==> config.mk <==
export PLATFORM = sky130hd
export DESIGN_NAME = chunked_addsub_seq_flat
export DESIGN_NICKNAME = d
export VERILOG_FILES = /design/src/rtl/addsub_pkg.sv /design/src/rtl/chunked_addsub_seq_if.sv /design/src/rtl/chunk_adder.sv /design/src/rtl/chunked_addsub_seq.sv /design/src/flat_wrapper.sv
export SDC_FILE = /design/constraint.sdc
export NUM_CORES = 1
export LEC_CHECK = 0
export BUFFER_PORTS_ARGS = -buffer_cell sky130_fd_sc_hd__buf_2
export CAP_MARGIN = 25
export CORE_MARGIN = 2
export CORE_UTILIZATION = 59
export CTS_CLUSTER_SIZE = 20
export DETAILED_ROUTE_END_ITERATION = 8
export PLACE_DENSITY_LB_ADDON = 0.25
export RECOVER_POWER = 100
export SETUP_SLACK_MARGIN = 0.2
export SLEW_MARGIN = 20
export SYNTH_ARGS = -nofsm -noshare
export SYNTH_HDL_FRONTEND = slang
export SYNTH_SLANG_ARGS = --single-unit
==> constraint.sdc <==
create_clock -name clk -period 21.4 [get_ports clk]
set_clock_uncertainty 0.2 [all_clocks]
set_input_delay 6.42 -clock clk [delete_from_list [all_inputs] [get_ports clk]]
set_output_delay 6.42 -clock clk [all_outputs]
set_load 0.005 [all_outputs]
==> src/rtl/addsub_pkg.sv <==
// Shared types and default sizing for the chunked add/subtract sequencer.
// Macro ABS_MODE_EN adds the NEG state used for absolute-value results.
package addsub_pkg;

    localparam int unsigned DefWidth = 32;
    localparam int unsigned DefChunk = 16;

    typedef enum logic [1:0] {
        StIdle = 2'd0,
        StAdd  = 2'd1,
`ifdef ABS_MODE_EN
        StNeg  = 2'd2,
`endif
        StDone = 2'd3
    } state_e;

endpackage

==> src/rtl/chunked_addsub_seq_if.sv <==
// Request/result bundle for chunked_addsub_seq; master drives requests, slave returns results.
interface chunked_addsub_seq_if #(
    parameter int unsigned WIDTH = 32
);
    logic             start;
    logic             sub;
    logic             abs_req;
    logic [WIDTH-1:0] a;
    logic [WIDTH-1:0] b;
    logic [WIDTH-1:0] sum;
    logic             cout;
    logic             ovf;
    logic             busy;
    logic             done;

    modport master (
        output start, sub, abs_req, a, b,
        input  sum, cout, ovf, busy, done
    );

    modport slave (
        input  start, sub, abs_req, a, b,
        output sum, cout, ovf, busy, done
    );
endinterface

==> src/rtl/chunk_adder.sv <==
// Combinational CHUNK-bit ripple-carry adder shared by every datapath step.
module chunk_adder
    import addsub_pkg::*;
#(
    parameter int unsigned CHUNK = DefChunk
) (
    input  logic [CHUNK-1:0] a,
    input  logic [CHUNK-1:0] b,
    input  logic             cin,
    output logic [CHUNK-1:0] s,
    output logic             cout
);
    logic [CHUNK:0] c;

    assign c[0] = cin;

    for (genvar i = 0; i < CHUNK; i++) begin : g_bit
        assign s[i]   = a[i] ^ b[i] ^ c[i];
        assign c[i+1] = (a[i] & b[i]) | (c[i] & (a[i] ^ b[i]));
    end

    assign cout = c[CHUNK];
endmodule

==> src/rtl/chunked_addsub_seq.sv <==
// Sequential add/subtract processing CHUNK bits per cycle, LSB slice first.
// Macro ABS_MODE_EN enables the NEG pass that returns |result| when abs_req is set.
module chunked_addsub_seq
    import addsub_pkg::*;
#(
    parameter int unsigned WIDTH = DefWidth,
    parameter int unsigned CHUNK = DefChunk
) (
    input logic                  clk,
    input logic                  rst,
    chunked_addsub_seq_if.slave  io
);
    localparam int unsigned N    = WIDTH / CHUNK;
    localparam int unsigned IdxW = (N > 1) ? $clog2(N) : 1;
    localparam logic [IdxW-1:0] LastIdx = IdxW'(N - 1);

    if (WIDTH % CHUNK != 0) begin : g_bad_cfg
        $error("chunked_addsub_seq: WIDTH must be a multiple of CHUNK");
    end

    state_e           state_q, state_d;
    logic [IdxW-1:0]  idx_q, idx_d;
    logic             carry_q, carry_d;
    logic [WIDTH-1:0] a_q, a_d, b_q, b_d;
    logic             sub_q, sub_d;
    logic [WIDTH-1:0] sum_q, sum_d;
    logic             cout_q, cout_d;
    logic             ovf_q, ovf_d;
`ifdef ABS_MODE_EN
    logic             abs_q, abs_d;
`else
    logic             unused_abs;
    assign unused_abs = io.abs_req;
`endif

    logic [WIDTH-1:0] b_eff;
    int unsigned      lsb;
    logic [CHUNK-1:0] add_a, add_b, add_s;
    logic             add_cin, add_co;

    assign b_eff = sub_q ? ~b_q : b_q;
    assign lsb   = 32'(idx_q) * CHUNK;

    // One adder serves both passes; NEG adds ~sum + 1 slice by slice.
    always_comb begin
        add_a   = a_q[lsb +: CHUNK];
        add_b   = b_eff[lsb +: CHUNK];
        add_cin = (idx_q == '0) ? sub_q : carry_q;
`ifdef ABS_MODE_EN
        if (state_q == StNeg) begin
            add_a   = ~sum_q[lsb +: CHUNK];
            add_b   = '0;
            add_cin = (idx_q == '0) ? 1'b1 : carry_q;
        end
`endif
    end

    chunk_adder #(
        .CHUNK (CHUNK)
    ) u_chunk_adder (
        .a    (add_a),
        .b    (add_b),
        .cin  (add_cin),
        .s    (add_s),
        .cout (add_co)
    );

    always_comb begin
        state_d = state_q;
        idx_d   = idx_q;
        carry_d = carry_q;
        a_d     = a_q;
        b_d     = b_q;
        sub_d   = sub_q;
        sum_d   = sum_q;
        cout_d  = cout_q;
        ovf_d   = ovf_q;
`ifdef ABS_MODE_EN
        abs_d   = abs_q;
`endif
        unique case (state_q)
            StIdle: begin
                if (io.start) begin
                    a_d     = io.a;
                    b_d     = io.b;
                    sub_d   = io.sub;
`ifdef ABS_MODE_EN
                    abs_d   = io.abs_req;
`endif
                    idx_d   = '0;
                    carry_d = 1'b0;
                    state_d = StAdd;
                end
            end
            StAdd: begin
                sum_d[lsb +: CHUNK] = add_s;
                carry_d = add_co;
                idx_d   = idx_q + 1'b1;
                if (idx_q == LastIdx) begin
                    idx_d   = '0;
                    carry_d = 1'b0;
                    cout_d  = add_co;
                    ovf_d   = (a_q[WIDTH-1] == b_eff[WIDTH-1]) &&
                              (add_s[CHUNK-1] != a_q[WIDTH-1]);
                    state_d = StDone;
`ifdef ABS_MODE_EN
                    if (abs_q && add_s[CHUNK-1]) begin
                        state_d = StNeg;
                    end
`endif
                end
            end
`ifdef ABS_MODE_EN
            StNeg: begin
                sum_d[lsb +: CHUNK] = add_s;
                carry_d = add_co;
                idx_d   = idx_q + 1'b1;
                if (idx_q == LastIdx) begin
                    idx_d   = '0;
                    carry_d = 1'b0;
                    // Only the minimum value stays negative after negation.
                    if (add_s[CHUNK-1]) begin
                        ovf_d = 1'b1;
                    end
                    state_d = StDone;
                end
            end
`endif
            StDone: begin
                state_d = StIdle;
            end
            default: begin
                state_d = StIdle;
            end
        endcase
    end

    always_ff @(posedge clk or posedge rst) begin
        if (rst) begin
            state_q <= StIdle;
            idx_q   <= '0;
            carry_q <= 1'b0;
            a_q     <= '0;
            b_q     <= '0;
            sub_q   <= 1'b0;
            sum_q   <= '0;
            cout_q  <= 1'b0;
            ovf_q   <= 1'b0;
`ifdef ABS_MODE_EN
            abs_q   <= 1'b0;
`endif
        end else begin
            state_q <= state_d;
            idx_q   <= idx_d;
            carry_q <= carry_d;
            a_q     <= a_d;
            b_q     <= b_d;
            sub_q   <= sub_d;
            sum_q   <= sum_d;
            cout_q  <= cout_d;
            ovf_q   <= ovf_d;
`ifdef ABS_MODE_EN
            abs_q   <= abs_d;
`endif
        end
    end

    assign io.sum  = sum_q;
    assign io.cout = cout_q;
    assign io.ovf  = ovf_q;
    assign io.busy = (state_q != StIdle);
    assign io.done = (state_q == StDone);
endmodule

==> src/flat_wrapper.sv <==
// flat-port wrapper written by rule: the top's interface ports become plain ports
module chunked_addsub_seq_flat import addsub_pkg::*;
#(
    parameter int unsigned WIDTH = DefWidth,
    parameter int unsigned CHUNK = DefChunk
)
  (clk, rst, io_start, io_sub, io_abs_req, io_a, io_b, io_sum, io_cout, io_ovf, io_busy, io_done);
  chunked_addsub_seq_if #(.WIDTH(WIDTH)) io_i ();
  input logic clk;
  input logic rst;
  input wire logic [$bits(io_i.start)-1:0] io_start;
  input wire logic [$bits(io_i.sub)-1:0] io_sub;
  input wire logic [$bits(io_i.abs_req)-1:0] io_abs_req;
  input wire logic [$bits(io_i.a)-1:0] io_a;
  input wire logic [$bits(io_i.b)-1:0] io_b;
  output wire logic [$bits(io_i.sum)-1:0] io_sum;
  output wire logic [$bits(io_i.cout)-1:0] io_cout;
  output wire logic [$bits(io_i.ovf)-1:0] io_ovf;
  output wire logic [$bits(io_i.busy)-1:0] io_busy;
  output wire logic [$bits(io_i.done)-1:0] io_done;
  assign io_i.start = io_start;
  assign io_i.sub = io_sub;
  assign io_i.abs_req = io_abs_req;
  assign io_i.a = io_a;
  assign io_i.b = io_b;
  assign io_sum = io_i.sum;
  assign io_cout = io_i.cout;
  assign io_ovf = io_i.ovf;
  assign io_busy = io_i.busy;
  assign io_done = io_i.done;
  chunked_addsub_seq #(.WIDTH(WIDTH), .CHUNK(CHUNK)) u_core (.clk(clk), .rst(rst), .io(io_i));
endmodule
After elaboration in Yosys (flattened, before gate mapping)

Cells that the tools add are included.

Register bits after elaboration: 103
Input port bits: 69
Output and inout port bits: 36
Word-level logic and storage cells: 121

Add/sub/neg operators: 2
Equality and inequality tests: 6
Shifts and indexed selects: 4
Multiplexer cells: 11
Bitwise operators: 81
Reductions and logical operators: 8

Operators with widths:

| cell                                                    | number |
|---|---|
| indexed part select 32 x 6 -> 16 bit                    | 2 |
| negator 5 -> 34 bit                                     | 1 |
| variable shift 16 x 34 -> 32 bit (first input constant) | 1 |
| indexed part select 16 x 34 -> 32 bit                   | 1 |
| AND 1 bit                                               | 32 |
| bitwise mux 32 bit                                      | 1 |
| two-way mux 32 bit                                      | 1 |
| inverter 32 bit                                         | 1 |
| bitwise XOR 1 bit                                       | 32 |
| bitwise OR 1 bit                                        | 16 |
| AND reduction 2 bit                                     | 4 |
| two-way mux 1 bit                                       | 4 |
| two-way mux 2 bit                                       | 2 |
| one-hot mux 1 bit (2 select lines)                      | 2 |
| one-hot mux 2 bit (2 select lines)                      | 1 |
| nonzero test 2 bit                                      | 2 |
| == test 2 x 1 -> 1 bit (second input constant)          | 1 |
| == test 2 bit (second input constant)                   | 1 |
| logical NOT 2 bit                                       | 1 |
| != test 2 x 1 -> 1 bit (second input constant)          | 1 |
| != test 2 bit (second input constant)                   | 1 |
| adder 1 bit (second input constant)                     | 1 |
| == test 1 bit                                           | 1 |
| logical AND 1 bit                                       | 1 |
| != test 1 bit                                           | 1 |

Depth between registers and ports, before layout

Gate-level depths: netlist of the first run.

Depth in word-level cells: 38
Mapped depth: 25
Gate-level depth less buffers: 23

Cells and area by module

A second synthesis of the first run with hierarchy kept.

Cell total of the unflattened synthesis: 312
Area total of the unflattened synthesis: 5032.3 um^2

By module, submodules not included:

| module             | times used | cells an instance | area each (um^2) | sequential area each (um^2) |
|---|---|---|---|---|
| chunked_addsub_seq | 1          | 286               | 4674.5           | 2577.5 |
| chunk_adder        | 1          | 26                | 357.8            | 0.0 |

Least setup slack after synthesis of the first run

Ideal clock, no wire load.

Path kind: input to register
Start: input io_start
End: register u_core.a_q[0]
Library setup time: 125 ps
Arrival time: 7169 ps
Data required time: 21075 ps
Setup slack: 13906 ps
Stages on the path: 5
Path buffers: 2
Cells stage by stage: inv_1 -> nor2_4 -> buf_12 -> buf_12 -> mux2_4

Cells in the longest elaborated chain, start to end: 1

Ends and longest elaborated chain:

| what                          | line                      | RTL |
|---|---|---|
| start, declared               | flat_wrapper.sv:11        | `input wire logic [$bits(io_i.start)-1:0] io_start;` |
| AND reduction 2 bit (no line) | n/a                       |  |
| end signal, assigned          | chunked_addsub_seq.sv:143 | `a_q <= '0;` |
| end signal, assigned          | chunked_addsub_seq.sv:156 | `a_q <= a_d;` |
| end, declared                 | chunked_addsub_seq.sv:24  | `logic [WIDTH-1:0] a_q, a_d, b_q, b_d;` |

No other way between the ends.
A chain may end at the register's enable or synchronous reset.

==> impl_metrics.ini, run 1 <==
[critical_path]
cp-end-kind = asynchronous set/reset pin
slowest_stage = clkbuf_1
path_max_fanout = 62
crit_family = buffers and inverters
worstPathRequired_ns = 20.69
rrSetupSlack_ns = 12.47
r2r-start = u_core.idx_q
path_depth = 3
critPathArrivalTime_ns = 9.97
worst_r2r_path_depth = 24
path_buf_inv = 3
crit_chain = buf_2 -> clkinvlp_2 -> clkbuf_1
startpoint_type = input pin
critical_path_class = in -> async
worstSetupStartpoint = rst
max_stage_delay_ns = 2.40

[clock_tree]
cts_resized = 0
cts_tree = yes
cts_hold_buffers = 0
cts.clk_slew.worst_paths_ns = 0.10
htreeDepth = 3
cts_buffers = 9
cts_root_buffer = clkbuf_8
clk_path_buf_depth = 2
cts_setup_buffers = 0
insertion_delay_ns = 0.36
cts.sinks = 103

[job]
maxCapViolCount = 5

[final_layout]
utilization = 0.660
stdcell_area_mm2 = 0.00542
drive_above_1_share = 0.301
final_cell_mix = dfrtp_1 (102), buf_2 (79), mux2_1 (48), nand2_1 (45), mux2_2 (34)
nets = 525
final_common_cell = dfrtp_1
final_cells = 550
area_growth_pct = 8.30
insertedDiodeCount = 0

[power]
combPwrFrac = 0.552
ir_worst_vdd_mv = 0.0716
p_int_uw = 639
switchingPower_uw = 433
seq_power_share = 0.335
p_clk_frac = 0.112
power_density_mw_per_mm2 = 198
swShare = 0.404
p_leak_nw = 2.49

[synth]
yosysWarnings = 0
synth_area_per_cell_um2 = 14.7
synth_top_area_cell = dfrtp_1
ys_seq_area_frac = 0.515
syn_inst = 340
synth_cell_types = 27
syn_area_mm2 = 0.00501
syn_nets = 425
yosysTopAreaCellShare = 0.515
synth_seq_cells = 103
synthTopCellsByArea = dfrtp_1 (51%), mux2_4 (15%), mux2_2 (7.6%)

[detailed_routing]
vias = 2848
firstDrtPassIters = 4
drtIter0Drc = 107
final_antenna_net_count = 0
finalWirelength_mm = 8.93
post_drt_wl_per_cell_um = 16.2
viasPerCell = 5.18
drc = 0

[outcome]
status = complete, but fails checks
violations = capacitance limit, slew limit

[sta]
finalCriticalPeriod_ns = 10.69
final_max_slew_viol_count = 212
hold_ws_ns = 0.287
worstMarginPinSlew_ns = 3.29
max_freq_ghz = 0.0936
finalHoldViolations = 0
rsz0062_at_grt = no
final.setup.tns_ns = 0
slew-limit-headroom = -1.19
setup_viol = 0
fin_crit_sh = 0.499

[placement]
port_buffers = 103
place_hpwl_mm = 6.45
placed_area_mm2 = 0.00548
dp_cells = 533
gp_congestion = 0.814

[floorplan]
num_rows = 33
dieArea_mm2 = 0.00924
die_x_um = 96.1
initial_core_util = 0.609
die_h_um = 96.1
core_area_mm2 = 0.00822
io_pins = 105

[worst_hold_path]
min_delay_path_depth = 2
hold_start = u_core.io.sum[29]
hp-class = reg -> reg

[global_route]
antenna_found_initial = 0
grt_max_degree = 66
globalRouteOverflowTotal = 0
grt_pass1_wl_mm = 14.3
grt_pass1_vias = 2924
grt_usage = 0.206
cell usage after synthesis:
cell	instances
dfrtp_1	103
mux2_4	50
nand2_1	45
mux2_2	34
mux2i_1	23
fa_1	16
xnor2_1	9
o21ai_0	8
o21ai_2	8
xor2_1	8
buf_2	7
inv_1	7
buf_12	6
buf_6	3
a31oi_1	1
and2_1	1
buf_4	1
clkbuf_1	1
nand3_1	1
nand3b_2	1
nor2_4	1
nor2b_1	1
nor3b_2	1
o21bai_1	1
or2_4	1
or3_1	1
or3b_1	1
state kept, by name, indices dropped and copies added (netlist names):
signal,flops
u_core.a_q,32
u_core.b_q,32
u_core.carry_q,1
u_core.idx_q,1
u_core.io.cout,1
u_core.io.ovf,1
u_core.io.sum,32
u_core.state_q,2
u_core.sub_q,1
tightest hold or removal path, cell delays in order, from the launching register on:
cell and delay [ns]:
dfrtp_1 0.35, nand2_1 0.05, o21ai_0 0.06
worst paths after layout:
path | endpoint
max in group clk | u_core.a_q[16]
min in group asynchronous | u_core.a_q[22]
worst max register to register | u_core.io.ovf
worst min-delay path | u_core.io.sum[29]
worst max-delay path | u_core.idx_q
worst min register to register | u_core.io.sum[29]
per-stage QoR:
step	power (mW)	setup WS, ns
floorplan	0.869	12.08
global placement	1.01	13.14
detailed placement	1.05	13.12
CTS	1.17	13.50
global route	1.17	9.75
finish	1.07	10.71
power by group through the flow:
stage          sequential (mW)  clock (mW)  combinational (mW)
2_1_floorplan            0.348           0               0.521
3_3_place_gp             0.361           0               0.652
3_5_place_dp             0.366           0               0.680
4_1_cts                  0.363       0.124               0.681
5_1_grt                  0.373       0.133               0.666
6_report                 0.360       0.121               0.592
area by class of cell:
cell class	instances	area, µm²
clock inverters	6	70.1
flip-flops and latches	103	2580
fillers	682	2800
inverters	7	27.5
repair buffers	107	500
well taps	105	131
multi-input cells	212	1990
clock buffers	10	128
cells by family (layout without fill, tap and decap cells):
group | Yosys count | in the layout | synth area share
multiplexers | 107 | 107 | 0.272
flip-flops | 103 | 103 | 0.515
AND/OR/NAND/NOR | 54 | 54 | 0.0490
buffers and inverters | 25 | 130 | 0.0452
AO/OA/AOI/OAI | 18 | 18 | 0.0247
XOR/XNOR | 17 | 17 | 0.0297
adder cells (fa/ha/maj) | 16 | 16 | 0.0640
metal layers:
metal  GRT usage  vias to the layer above  part of all wire
met5           0                        -                 0
met4      0.0750                        0             0.015
met3      0.0384                       13             0.048
met2       0.306                       77              0.46
met1       0.304                     1412              0.47
li1            -                     1346                 -
Power figures use the tool's default switching activity.
==> run 2: changes to the inputs <==
--- a/config.mk
+++ b/config.mk
@@ -5,10 +5,11 @@
 export SDC_FILE = /design/constraint.sdc
 export NUM_CORES = 1
 export LEC_CHECK = 0
+export ABC_AREA = 1
 export BUFFER_PORTS_ARGS = -buffer_cell sky130_fd_sc_hd__buf_2
 export CAP_MARGIN = 25
 export CORE_MARGIN = 2
-export CORE_UTILIZATION = 59
+export CORE_UTILIZATION = 55
 export CTS_CLUSTER_SIZE = 20
 export DETAILED_ROUTE_END_ITERATION = 8
 export PLACE_DENSITY_LB_ADDON = 0.25
==> constraint.sdc (replaced) <==
create_clock -name clk -period 11 [get_ports clk]
set_clock_uncertainty 0.2 [all_clocks]
set_input_delay 3.3 -clock clk [delete_from_list [all_inputs] [get_ports clk]]
set_output_delay 3.3 -clock clk [all_outputs]
set_load 0.005 [all_outputs]
==> run 2 against run 1 <==
  * The flow still finishes with violations (capacitance limit, slew limit)
  * Highest routed layer unchanged
  * Register-to-register slack lost 9.1 ns
  * First-iteration DRC count rose by 35%
  * Synthesized cell count is 60% higher
  * Sequential share of layout area down 0.87 points
  * Non-clock buffer count stayed put
  * Count of clock-buffer cells in the layout shrank 1
  * Die area up 5.1%
  * Setup slack got worse by 7.3 ns
  * Sequential power is 89% higher
  * Total power grew 89%
  * Final cell count rose by 35%
==> impl_metrics.ini, run 2 <==
[detailed_routing]
final_antenna_net_count = 0
firstDrtPassIters = 4
finalWirelength_mm = 10.4
viasPerCell = 5.09
vias = 3783
drc = 0
post_drt_wl_per_cell_um = 14.0
drtIter0Drc = 144

[critical_path]
worst_r2r_path_depth = 26
critical_path_class = reg -> reg
slowest_stage = dfrtp_1
rrSetupSlack_ns = 3.39
path_max_fanout = 30
startpoint_type = flop
reg2reg_to = u_core.io.ovf
critPathArrivalTime_ns = 7.66
cp-end-kind = flop
r2r-start = u_core.idx_q
critPathMostFrequentCell = fa_1
worstPathRequired_ns = 11.05
max_stage_delay_ns = 0.88

[power]
ir_worst_vdd_mv = 0.141
p_leak_nw = 2.93
p_clk_frac = 0.129
combPwrFrac = 0.534
swShare = 0.451
power_density_mw_per_mm2 = 367
switchingPower_uw = 912
seq_power_share = 0.337
p_int_mw = 1.11

[placement]
port_buffers = 103
placed_area_mm2 = 0.00540
place_hpwl_mm = 7.32
gp_congestion = 0.803
dp_cells = 727

[global_route]
grt_usage = 0.225
grt_pass1_vias = 3672
grt_pass1_wl_mm = 17.5
antenna_found_initial = 0
grt_max_degree = 71
globalRouteOverflowTotal = 0

[outcome]
violations = capacitance limit, slew limit
status = complete, but fails checks

[synth]
synth_seq_cells = 103
synth-edff-count = 0
yosysTopAreaCellShare = 0.524
synth_top_area_cell = dfrtp_1
synth_area_per_cell_um2 = 9.02
yosysWarnings = 0
ys_seq_area_frac = 0.524
synth_cell_types = 20
yosys-top-cells-count = nand2_1 (173), dfrtp_1 (103), nand3_1 (46)
syn_inst = 545
syn_area_mm2 = 0.00492
syn_nets = 630
ys.flop_type = dfrtp_1
yosysMostFrequentCell = nand2_1
async_flop_share = 1.00
synthTopCellsByArea = dfrtp_1 (52%), nand2_1 (13%), fa_1 (6.5%)

[clock_tree]
htreeDepth = 3
cts_hold_buffers = 0
cts_resized = 0
cts.sinks = 103
insertion_delay_ns = 0.37
cts.clk_slew.worst_paths_ns = 0.10
cts_buffers = 9
clk_path_buf_depth = 2
cts_tree = yes
cts_setup_buffers = 0
cts_root_buffer = clkbuf_8

[sta]
final.setup.tns_ns = 0
slew-limit-headroom = -1.50
rsz0062_at_grt = no
setup_viol = 0
final_max_slew_viol_count = 218
finalHoldViolations = 0
finalCriticalPeriod_ns = 7.61
max_freq_ghz = 0.131
worstMarginPinSlew_ns = 3.74
fin_crit_sh = 0.692

[final_layout]
drive_above_1_share = 0.183
fill_cells = 784
nets = 715
stdcell_area_mm2 = 0.00552
final_common_cell = nand2_1
insertedDiodeCount = 0
area_growth_pct = 12.3
final_cell_mix = nand2_1 (174), dfrtp_1 (103), buf_2 (89), o21ai_0 (58), nand3_1 (46)
final_cells = 743
utilization = 0.636

[job]
maxCapViolCount = 4

[floorplan]
dieArea_mm2 = 0.00971
die_h_um = 98.6
initial_core_util = 0.567
num_rows = 34
die_x_um = 98.6
io_pins = 105
core_area_mm2 = 0.00868

[worst_hold_path]
hold_end = u_core.b_q[25]
min_delay_path_depth = 2
hp-class = reg -> reg
hold_start = u_core.b_q[25]
==> run 2: changes by cell type after synthesis, moves of 8 or more <==
| cell | change |
|---|---|
| nand3_1 | +45 |
| xnor2_1 | -9 |
| mux2_2 | -34 |
| a21oi_1 | +24 |
| buf_2 | +9 |
| xor2_1 | +8 |
| inv_1 | +33 |
| mux2i_1 | -23 |
| nand2_1 | +128 |
| mux2_4 | -50 |
| o21ai_2 | +9 |
| o21ai_0 | +27 |
| nor2_1 | +24 |
==> run 2: kinds of logic (layout without fill, tap and decap cells) <==
group,count (synthesis),in the layout,synth area share
adders and majority gates,16,16,0.0651
xor gates and xnor gates,16,16,0.0285
DFF,103,103,0.524
AOI/OAI and AO/OA,83,83,0.0975
buffers and inverters,77,167,0.0756
and+or+nand+nor,250,250,0.209
==> run 2: worst max path at each step <==
stage,cells after the start,to,from,slack [ns]
floorplan,28,u_core.io.ovf,u_core.idx_q,4.40
global placement,26,u_core.io.ovf,u_core.idx_q,3.50
detailed placement,26,u_core.io.ovf,u_core.idx_q,3.42
CTS,26,u_core.io.ovf,u_core.idx_q,3.38
global route,3,u_core.a_q[27],rst,2.55
finish,26,u_core.io.ovf,u_core.idx_q,3.39
==> run 2: cell type report <==
| cell class | count | area, µm² | share of cell area |
|---|---|---|---|
| Multi-Input combinational cell | 365 | 1900 | 0.345 |
| Tap cell | 108 | 135 | 0.0245 |
| Timing Repair Buffer | 107 | 517 | 0.0936 |
| Sequential cell | 103 | 2580 | 0.467 |
| Clock inverter | 7 | 96.3 | 0.0175 |
| Clock buffer | 9 | 124 | 0.0224 |
| Inverter | 44 | 169 | 0.0306 |
==> run 2: stage by stage <==
| step | total power, mW | hold slack, ns | setup slack (ns) |
|---|---|---|---|
| 3_5_place_dp | 1.89 | 0.256 | 3.42 |
| 3_3_place_gp | 1.84 | 0.250 | 3.50 |
| 6_report | 2.02 | 0.280 | 3.39 |
| 5_1_grt | 2.24 | 0.300 | 2.55 |
| 2_1_floorplan | 1.57 | 0.237 | 4.40 |
| 4_1_cts | 2.15 | 0.282 | 3.38 |
==> run 2: power by group through the flow <==
stage / combinational [mW] / sequential, mW / clock, mW
4_1_cts: 1.21 / 0.680 / 0.265
6_report: 1.08 / 0.682 / 0.262
3_3_place_gp: 1.16 / 0.680 / 0
3_5_place_dp: 1.21 / 0.687 / 0
5_1_grt: 1.26 / 0.705 / 0.277
2_1_floorplan: 0.919 / 0.654 / 0
==> run 2: worst max-delay path: cells and delay by family (launching register included) <==
family	cells	cell delay, ns
fa+ha+maj	16	5.15
xor+xnor	1	0.17
buf+inv	4	0.62
flops	1	0.88
simple gates	4	0.32
compound gates	1	0.16
==> run 2: per-layer routing <==
metal  vias up  track usage  wire length (µm)
met5         -            0                 0
met4         0       0.0801               192
met3        17       0.0362               584
met2       115        0.331              4570
met1      1775        0.342              5020
li1       1876            -                 -
==> run 3: changes to the inputs <==
==> constraint.sdc (replaced) <==
create_clock -name clk -period 7.6 [get_ports clk]
set_clock_uncertainty 0.2 [all_clocks]
set_input_delay 2.28 -clock clk [delete_from_list [all_inputs] [get_ports clk]]
set_output_delay 2.28 -clock clk [all_outputs]
set_load 0.005 [all_outputs]
==> run 3 against run 2 <==
  * The run still ends with capacitance limit, slew limit left
  * Via count up 0.56%
  * Register-to-register slack lost 2.9 ns
  * Hold slack worse by 0.00056 ns
  * Total power grew 48%
  * Global-route usage grew 0.68 points
  * First-iteration DRC count increased by 24%
  * Design area is 0.54% higher
  * Critical endpoint unchanged
  * Largest cell class unchanged
==> impl_metrics.ini, run 3 (synthesis results as in run 2) <==
[final_layout]
final_common_cell = nand2_1
final-seq-area_mm2 = 0.00258
utilization = 0.640
area_growth_pct = 12.9
final_cells = 743
nets = 717
fill_cells = 785
insertedDiodeCount = 0
drive_above_1_share = 0.186
final_cell_mix = nand2_1 (174), dfrtp_1 (103), buf_2 (90), o21ai_0 (58), nand3_1 (46)
multi_input_area_mm2 = 0.00190

[detailed_routing]
vias = 3804
firstDrtPassIters = 4
viasPerCell = 5.12
post_drt_wl_per_cell_um = 14.4
drc = 0
finalWirelength_mm = 10.7
drtIter0Drc = 179
final_antenna_net_count = 0

[power]
finalPower_mw = 3.00
p_int_mw = 1.67
ir_worst_vdd_mv = 0.223
power_density_mw_per_mm2 = 541
p_leak_nw = 2.96
switchingPower_mw = 1.34
swShare = 0.445
p_clk_frac = 0.134
combPwrFrac = 0.543
seq_power_share = 0.322

[placement]
dp_cells = 729
place_hpwl_mm = 7.60
port_buffers = 103
gp_congestion = 0.807

[clock_tree]
cts_hold_buffers = 0
insertion_delay_ns = 0.36
cts_resized = 0
cts_root_buffer = clkbuf_8
htreeDepth = 3
clk_path_buf_depth = 2
cts_buffers = 9
cts.sinks = 103
cts_tree = yes
cts_setup_buffers = 0
cts.clk_slew.worst_paths_ns = 0.09

[sta]
worstMarginPinSlew_ns = 1.74
slew-limit-headroom = -0.158
max_freq_ghz = 0.142
final_max_slew_viol_count = 202
rsz0062_at_grt = no
setup_viol = 0
final.setup.tns_ns = 0
fin_crit_sh = 0.930
hold_ws_ns = 0.280
finalHoldViolations = 0
finalCriticalPeriod_ns = 7.06

[job]
maxCapViolCount = 5

[worst_hold_path]
hp-class = reg -> reg

[global_route]
met1_usage = 0.339
grt_pass1_vias = 3753
grt_pass1_wl_mm = 17.9
grt_max_degree = 72
antenna_found_initial = 0
globalRouteOverflowTotal = 0
grt_use_met3 = 0.0362
grt_use_met2 = 0.357
grt.busiest_layer = met2
grt_usage = 0.232

[floorplan]
initial_core_util = 0.567
num_rows = 34
core_area_mm2 = 0.00868
die_h_um = 98.6
dieArea_mm2 = 0.00971
io_pins = 105
die_x_um = 98.6

[critical_path]
cp-end-kind = flop
critical_path_class = reg -> reg
critPathArrivalTime_ns = 7.12
path_max_fanout = 12
startpoint_type = flop
worstPathRequired_ns = 7.66

[outcome]
violations = capacitance limit, slew limit
status = complete, but fails checks
[run 3: per-layer routing]
layer | wire, µm | part of all wire | vias to the layer above
li1 | - | - | 1877
met1 | 5090 | 0.48 | 1806
met2 | 4920 | 0.46 | 108
met3 | 509 | 0.048 | 13
met4 | 161 | 0.015 | 0
met5 | 0 | 0 | -
[run 3: area by class of cell]
cell class / count / share of cell area
Sequential cell: 103 / 0.464
Multi-Input combinational cell: 365 / 0.343
Timing Repair Buffer: 109 / 0.0963
Inverter: 44 / 0.0304
Clock buffer: 10 / 0.0248
Tap cell: 108 / 0.0243
Clock inverter: 4 / 0.0171
[run 3: critical path, stage by stage (launching register included)]
cell	delay, ns
dfrtp_1	0.51
inv_1	0.30
nand2_1	0.13
nand2_1	0.09
fa_1	0.45
fa_1	0.40
fa_1	0.40
fa_1	0.40
fa_1	0.40
fa_1	0.40
fa_1	0.38
inv_1	0.09
fa_1	0.18
fa_1	0.18
fa_1	0.16
inv_1	0.05
fa_1	0.38
fa_1	0.37
inv_1	0.09
fa_1	0.19
fa_1	0.20
fa_1	0.21
fa_1	0.47
nand2_1	0.10
nand3_1	0.09
nand3_1	0.10
nand2_1	0.06
[run 3: path summary, 6_finish.rpt]
kind                                 from           endpoint  slack, ns  cells after the start
max in group asynchronous             rst      u_core.a_q[0]       2.92                      3
hold / removal             u_core.a_q[16]     u_core.a_q[16]       0.28                      2
min in group asynchronous             rst  u_core.io.sum[13]       2.00                      2
setup / recovery             u_core.idx_q      u_core.io.ovf       0.54                     26
setup reg to reg             u_core.idx_q      u_core.io.ovf       0.54                     26
hold reg to reg            u_core.a_q[16]     u_core.a_q[16]       0.28                      2
[run 3: through the flow]
step | setup slack (ns) | cell area [µm²]
final | 0.535 | 5550
after global routing | 0.228 | 5550
after CTS | 0.646 | 5640
after detailed placement | 0.737 | 5410
after global placement | 0.849 | 5410
after floorplan | 1.00 | 4920
[run 3: power groups by stage]
stage                     clock [mW]  combinational, mW  sequential, mW
after floorplan                    0               1.33           0.946
after global placement             0               1.72           0.961
after detailed placement           0               1.79           0.975
after CTS                      0.407               1.81           0.966
after global routing           0.428               1.87           0.999
final                          0.403               1.63           0.968
